<file path="config.mk">
export PLATFORM = sky130hd
export DESIGN_NAME = mdio_ctrl_flat
export DESIGN_NICKNAME = d
export VERILOG_FILES = /design/src/rtl/mdio_ctrl_if.sv /design/src/rtl/mdio_ctrl.sv /design/src/flat_wrapper.sv
export SDC_FILE = /design/constraint.sdc
export NUM_CORES = 1
export LEC_CHECK = 0
export ABC_CLOCK_PERIOD_IN_PS = 5550
export BUFFER_PORTS_ARGS = -buffer_cell sky130_fd_sc_hd__buf_2
export CAP_MARGIN = 10
export CORE_UTILIZATION = 45
export CTS_CLUSTER_SIZE = 24
export DETAILED_ROUTE_END_ITERATION = 16
export PLACE_DENSITY = 0.68
export SYNTH_ARGS = -nofsm -noshare
export SYNTH_HDL_FRONTEND = slang
export SYNTH_SLANG_ARGS = --single-unit
export TNS_END_PERCENT = 20
</file>
<file path="constraint.sdc">
create_clock -name clk -period 5.55 [get_ports clk]
set_clock_uncertainty 0.15 [all_clocks]
set_input_delay 1.11 -clock clk [delete_from_list [all_inputs] [get_ports clk]]
set_output_delay 1.11 -clock clk [all_outputs]
set_load 0.01 [all_outputs]
</file>
<file path="src/rtl/mdio_ctrl_if.sv">
// Host-side request/response bundle of the MDIO management controller.
// The master drives a transaction request; the slave (mdio_ctrl) reports completion.
interface mdio_ctrl_if;
  logic        req;
  logic        we;
  logic [4:0]  phy_addr;
  logic [4:0]  reg_addr;
  logic [15:0] wdata;
  logic [15:0] rdata;
  logic        ack;
  logic        busy;

  modport master (
    output req, we, phy_addr, reg_addr, wdata,
    input  rdata, ack, busy
  );

  modport slave (
    input  req, we, phy_addr, reg_addr, wdata,
    output rdata, ack, busy
  );
endinterface

</file>
<file path="src/rtl/mdio_ctrl.sv">
// IEEE 802.3 clause 22 MDIO management master: serialises one read/write frame per request.
// Define MDIO_PREAMBLE_EN to send the 32-bit preamble; otherwise frames start at ST (32 bits).
module mdio_ctrl #(
  parameter int CLK_DIV = 25
) (
  input  logic       clk,
  input  logic       rst,
  mdio_ctrl_if.slave host,
  output logic       ETH_PHY_MDC,
  output logic       mdio_o,
  output logic       mdio_oe,
  input  logic       mdio_i
);

  typedef enum logic [2:0] {IDLE, PRE, CMD, TA, DATA, DONE} state_t;

  localparam logic [8:0] HALF = 9'(CLK_DIV);
  localparam logic [8:0] LAST = 9'(2 * CLK_DIV - 1);

`ifdef MDIO_PREAMBLE_EN
  localparam state_t     FIRST_STATE = PRE;
  localparam logic [6:0] FIRST_BIT   = 7'd0;
`else
  localparam state_t     FIRST_STATE = CMD;
  localparam logic [6:0] FIRST_BIT   = 7'd32;
`endif

  state_t      state, next_state;
  logic [8:0]  div_cnt;
  logic [6:0]  bit_cnt;
  logic [63:0] frame;
  logic        is_write;
  logic [15:0] rx_sh;
  logic [15:0] rdata_q;
  logic        mdc_q, mdio_o_q, mdio_oe_q, busy_q, ack_q;
  logic        mdc_d, mdio_o_d, mdio_oe_d, busy_d, ack_d;
  logic        in_frame, bit_start, mdc_rise, bit_end, drive_bit;
  logic [5:0]  bit_idx;

  // bit_cnt is a frame-wide position 0..63; the segment it falls in names the state
  function automatic state_t bit_state(input logic [6:0] b);
    if (b < 7'd32)      return PRE;
    else if (b < 7'd46) return CMD;
    else if (b < 7'd48) return TA;
    else if (b < 7'd64) return DATA;
    else                return DONE;
  endfunction

  assign in_frame  = (state == PRE) || (state == CMD) || (state == TA) || (state == DATA);
  assign bit_start = (div_cnt == 9'd0);
  assign mdc_rise  = (div_cnt == HALF);
  assign bit_end   = (div_cnt == LAST);
  assign bit_idx   = ~bit_cnt[5:0];
  assign drive_bit = is_write || (bit_cnt < 7'd46);

  always_ff @(posedge clk) begin
    if (rst) state <= IDLE;
    else     state <= next_state;
  end

  always_comb begin
    next_state = state;
    mdc_d      = mdc_q;
    mdio_o_d   = mdio_o_q;
    mdio_oe_d  = mdio_oe_q;
    unique case (state)
      IDLE: begin
        mdc_d     = 1'b0;
        mdio_o_d  = 1'b1;
        mdio_oe_d = 1'b0;
        if (host.req) next_state = FIRST_STATE;
      end
      PRE, CMD, TA, DATA: begin
        if (bit_start) begin
          next_state = bit_state(bit_cnt);
          mdc_d      = 1'b0;
          if (bit_cnt == 7'd64) begin
            mdio_o_d  = 1'b1;
            mdio_oe_d = 1'b0;
          end else begin
            // A read hands the line to the PHY from the first TA bit onward
            mdio_o_d  = drive_bit ? frame[bit_idx] : 1'b1;
            mdio_oe_d = drive_bit;
          end
        end else if (mdc_rise) begin
          mdc_d = 1'b1;
        end
      end
      DONE: begin
        next_state = IDLE;
        mdc_d      = 1'b0;
        mdio_o_d   = 1'b1;
        mdio_oe_d  = 1'b0;
      end
      default: next_state = IDLE;
    endcase
  end

  assign busy_d = (state != IDLE) &&
                  ((next_state == PRE) || (next_state == CMD) ||
                   (next_state == TA)  || (next_state == DATA));
  assign ack_d  = (state != DONE) && (next_state == DONE);

  always_ff @(posedge clk) begin
    if (rst) begin
      div_cnt   <= '0;
      bit_cnt   <= '0;
      frame     <= '0;
      is_write  <= 1'b0;
      rx_sh     <= '0;
      rdata_q   <= '0;
      mdc_q     <= 1'b0;
      mdio_o_q  <= 1'b1;
      mdio_oe_q <= 1'b0;
      busy_q    <= 1'b0;
      ack_q     <= 1'b0;
    end else begin
      mdc_q     <= mdc_d;
      mdio_o_q  <= mdio_o_d;
      mdio_oe_q <= mdio_oe_d;
      busy_q    <= busy_d;
      ack_q     <= ack_d;
      if (state == IDLE && host.req) begin
        frame    <= {32'hFFFF_FFFF, 2'b01, (host.we ? 2'b01 : 2'b10),
                     host.phy_addr, host.reg_addr, 2'b10, host.wdata};
        is_write <= host.we;
        rx_sh    <= '0;
        div_cnt  <= '0;
        bit_cnt  <= FIRST_BIT;
      end else if (in_frame) begin
        div_cnt <= bit_end ? 9'd0 : div_cnt + 9'd1;
        if (bit_end) bit_cnt <= bit_cnt + 7'd1;
        if (mdc_rise && state == DATA && !is_write) rx_sh <= {rx_sh[14:0], mdio_i};
      end else begin
        div_cnt <= '0;
        bit_cnt <= '0;
      end
      if (ack_d && !is_write) rdata_q <= rx_sh;
    end
  end

  assign ETH_PHY_MDC = mdc_q;
  assign mdio_o      = mdio_o_q;
  assign mdio_oe     = mdio_oe_q;
  assign host.busy   = busy_q;
  assign host.ack    = ack_q;
  assign host.rdata  = rdata_q;

endmodule

</file>
<file path="src/flat_wrapper.sv">
// flat-port wrapper written by rule: the top's interface ports become plain ports
module mdio_ctrl_flat 
#(
  parameter int CLK_DIV = 25
)
  (clk, rst, ETH_PHY_MDC, mdio_o, mdio_oe, mdio_i, host_req, host_we, host_phy_addr, host_reg_addr, host_wdata, host_rdata, host_ack, host_busy);
  mdio_ctrl_if host_i ();
  input  logic clk;
  input  logic rst;
  output logic ETH_PHY_MDC;
  output logic mdio_o;
  output logic mdio_oe;
  input  logic mdio_i;
  input wire logic [$bits(host_i.req)-1:0] host_req;
  input wire logic [$bits(host_i.we)-1:0] host_we;
  input wire logic [$bits(host_i.phy_addr)-1:0] host_phy_addr;
  input wire logic [$bits(host_i.reg_addr)-1:0] host_reg_addr;
  input wire logic [$bits(host_i.wdata)-1:0] host_wdata;
  output wire logic [$bits(host_i.rdata)-1:0] host_rdata;
  output wire logic [$bits(host_i.ack)-1:0] host_ack;
  output wire logic [$bits(host_i.busy)-1:0] host_busy;
  assign host_i.req = host_req;
  assign host_i.we = host_we;
  assign host_i.phy_addr = host_phy_addr;
  assign host_i.reg_addr = host_reg_addr;
  assign host_i.wdata = host_wdata;
  assign host_rdata = host_i.rdata;
  assign host_ack = host_i.ack;
  assign host_busy = host_i.busy;
  mdio_ctrl #(.CLK_DIV(CLK_DIV)) u_core (.clk(clk), .rst(rst), .host(host_i), .ETH_PHY_MDC(ETH_PHY_MDC), .mdio_o(mdio_o), .mdio_oe(mdio_oe), .mdio_i(mdio_i));
endmodule
</file>
==> results_dict.tcl <==
set metrics [dict create \
    clkTransAtPathRegs_ns 0.08 \
    reg2reg_from "u_core.bit_cnt[2]" \
    cts_buffers 9 \
    synthDistinctLibCells 47 \
    drtPass1Iterations 4 \
    grt_max_degree 73 \
    cp_max_fo 20 \
    grt.overflow.total 0 \
    num_vias 2933 \
    drc 0 \
    regArea_sq_um 1702 \
    vdd_drop_max_mv 0.1824 \
    worstMarginPinSlew_ns 1.068 \
    status "complete, no violations" \
    synthTopCellsByArea "dfxtp_1 44%, mux2i_1 11%, nand2_1 6.5%, nand2b_1 6.4%, a21oi_1 4.2%" \
    rows 33 \
    drt.antenna.violating_nets 0 \
    hold_class "reg2reg" \
    cts_tree "yes" \
    slowest_stage "dfxtp_1" \
    core_sq_um 8217 \
    post_cts_buffers 0 \
    wl_per_cell_microns 12.75 \
    slew_headroom 0.2840 \
    cts.sinks 85 \
    dieArea_sq_um 8890 \
    synth-async-reset-ratio 0 \
    clock_path_buffers 2 \
    synthCells 421 \
    power_density_nw_per_um2 297.3 \
    finalSetupTns_ns 0 \
    worstPathArrival_ns 3.10 \
    final.period_utilization 0.5353 \
    io_buffers 51 \
    yosysTopAreaCellShare 0.4440 \
    hpwl_microns 4874 \
    drv_slew 0 \
    period_needed_ns 2.971 \
    yosys_warnings 0 \
    synthFlopType "dfxtp_1" \
    ys_seq_area_frac 0.4440 \
    grt_pass1_vias 2614 \
    grtUsageTotal 0.1763 \
    drv_cap 0 \
    io_pins 52 \
    antenna_cells 0 \
    drt-initial-drc-count 142 \
    finalSetupViolCount 0 \
    syn_nets 457 \
    drive_gt1_frac 0.1844 \
    critPathBufInv 0 \
    startpoint "u_core.bit_cnt[2]" \
    ys_seq_elements 85 \
    avgViaCountPerCell 5.182 \
    start_kind "register" \
    power_leakage_nw 1.722 \
    max_stage_delay_ns 0.86 \
    yosysMostFrequentCell "dfxtp_1" \
    finalNetCount 492 \
    die-width_microns 94.29 \
    crit_family "simple AND/OR/NAND/NOR gates" \
    ctsHoldBuffers 0 \
    num-fill-cells 769 \
    critPathKind "reg2reg" \
    syn2layout_area_growth_pct 13.42 \
    max_freq_mhz 336.6 \
    synth-edff-count 0 \
    antenna_found_initial 0 \
    yosysTopAreaCell "dfxtp_1" \
    required_ns 5.68 \
    gp_congestion 0.9212 \
    clk_latency_ns 0.36 \
    final_util 0.5290 \
    rsz0062_at_grt "no" \
    fin_area_sq_um 4347 \
    syn_area_sq_um 3832 \
    placed_area_sq_um 4100 \
    start_util 0.4664 \
    hold_start "u_core.frame[7]" \
    path_cells "and4b_1 > o211ai_1 > o221a_2 > nor3_4 > mux2i_1" \
    synth_common_cells "85 x dfxtp_1, 66 x nand2_1, 44 x mux2i_1, 41 x nor2_1, 39 x nand2b_1" \
    hold_viol 0 \
    drt_wl_total_microns 7214 \
    die_h_microns 94.29 \
    multi_input_area_sq_um 1974 \
    root_buffer "clkbuf_8" \
    cts-resized-gates 0 \
    htree_levels 3 \
    cp-end-kind "register" \
    postSynthAreaPerCell_sq_um 9.103 \
    grt_pass1_wl_microns 12130 \
]
per-stage QoR:
| stage | std cells | hold WS [ns] | setup WS (ns) | power [mW] |
|---|---|---|---|---|
| 2_1_floorplan | 421 | 0.2831 | 3.262 | 0.7437 |
| 3_3_place_gp | 550 | 0.2891 | 2.418 | 0.7717 |
| 3_5_place_dp | 550 | 0.2969 | 2.341 | 0.7747 |
| 4_1_cts | 566 | 0.3094 | 2.509 | 1.305 |
| 5_1_grt | 566 | 0.3326 | 2.315 | 1.354 |
| 6_report | 566 | 0.3083 | 2.579 | 1.292 |
metal layers:
layer	global-route usage	wire, microns
met5	0	0
met4	0.06282	95
met3	0.05663	378
met2	0.2524	3214
met1	0.2457	3526
power breakdown:
part | internal, mW | total, mW | switching (mW)
Combinational | 0.0465 | 0.112 | 0.0659
Sequential | 0.632 | 0.648 | 0.0161
Clock | 0.301 | 0.532 | 0.231
cells by family after synthesis:
family,after synthesis,share of synthesized area
AO/OA/AOI/OAI,49,0.07738
XOR/XNOR,14,0.03200
buffers and inverters,35,0.04081
flip-flops,85,0.4440
multiplexers,50,0.1502
AND/OR/NAND/NOR,183,0.2393
adder cells (fa/ha/maj),5,0.01632
area by class of cell:
type / count / share of cell area
well taps: 105 / 0.03022
inverters: 6 / 0.005181
clock buffers: 9 / 0.02850
clock inverters: 7 / 0.02821
repair buffers: 53 / 0.06218
multi-input cells: 301 / 0.4542
flip-flops and latches: 85 / 0.3915
worst reg2reg max path, stage by stage (launching register included):
cell and delay (ns):
dfxtp_1 0.86, and4b_1 0.38, o211ai_1 0.10, o221a_2 0.37, nor3_4 0.76, mux2i_1 0.28
layout by cell type, fill, tap and decap left out, drive strengths merged, types with 2 or more instances in the layout:
master	Yosys	routed
mux2i	44	44
nor3	7	7
bufinv	0	3
nor3b	2	2
ha	5	5
dfxtp	85	85
inv	6	7
clkinvlp	0	2
a211oi	2	2
nand2	66	66
a31oi	2	2
nand4	4	4
o21ai	3	3
a21oi	32	32
buf	7	53
mux4	6	6
nor2	41	41
clkbuf	22	9
or4b	2	2
and3	3	3
nand2b	39	39
nor4b	2	2
xor2	8	8
nor4	2	2
or3	3	3
xnor2	6	6
nand3	6	6
state kept, by name, indices dropped and copies added, names as in the netlist:
name and flops:
u_core.mdio_oe 1, u_core.state 3, u_core.host.rdata 16, u_core.host.busy 1
u_core.bit_cnt 7, u_core.ETH_PHY_MDC 1, u_core.mdio_o 1, u_core.frame 29
u_core.div_cnt 9, u_core.host.ack 1, u_core.rx_sh 16
final timing paths:
check | to | slack (ns) | cells past startpoint
worst min-delay path | u_core.frame[7] | 0.31 | 2
worst max-delay path | u_core.host.rdata[14] | 2.58 | 5
worst min register to register | u_core.frame[7] | 0.31 | 2
worst max register to register | u_core.host.rdata[14] | 2.58 | 5
(Power assumes the default switching activity.)
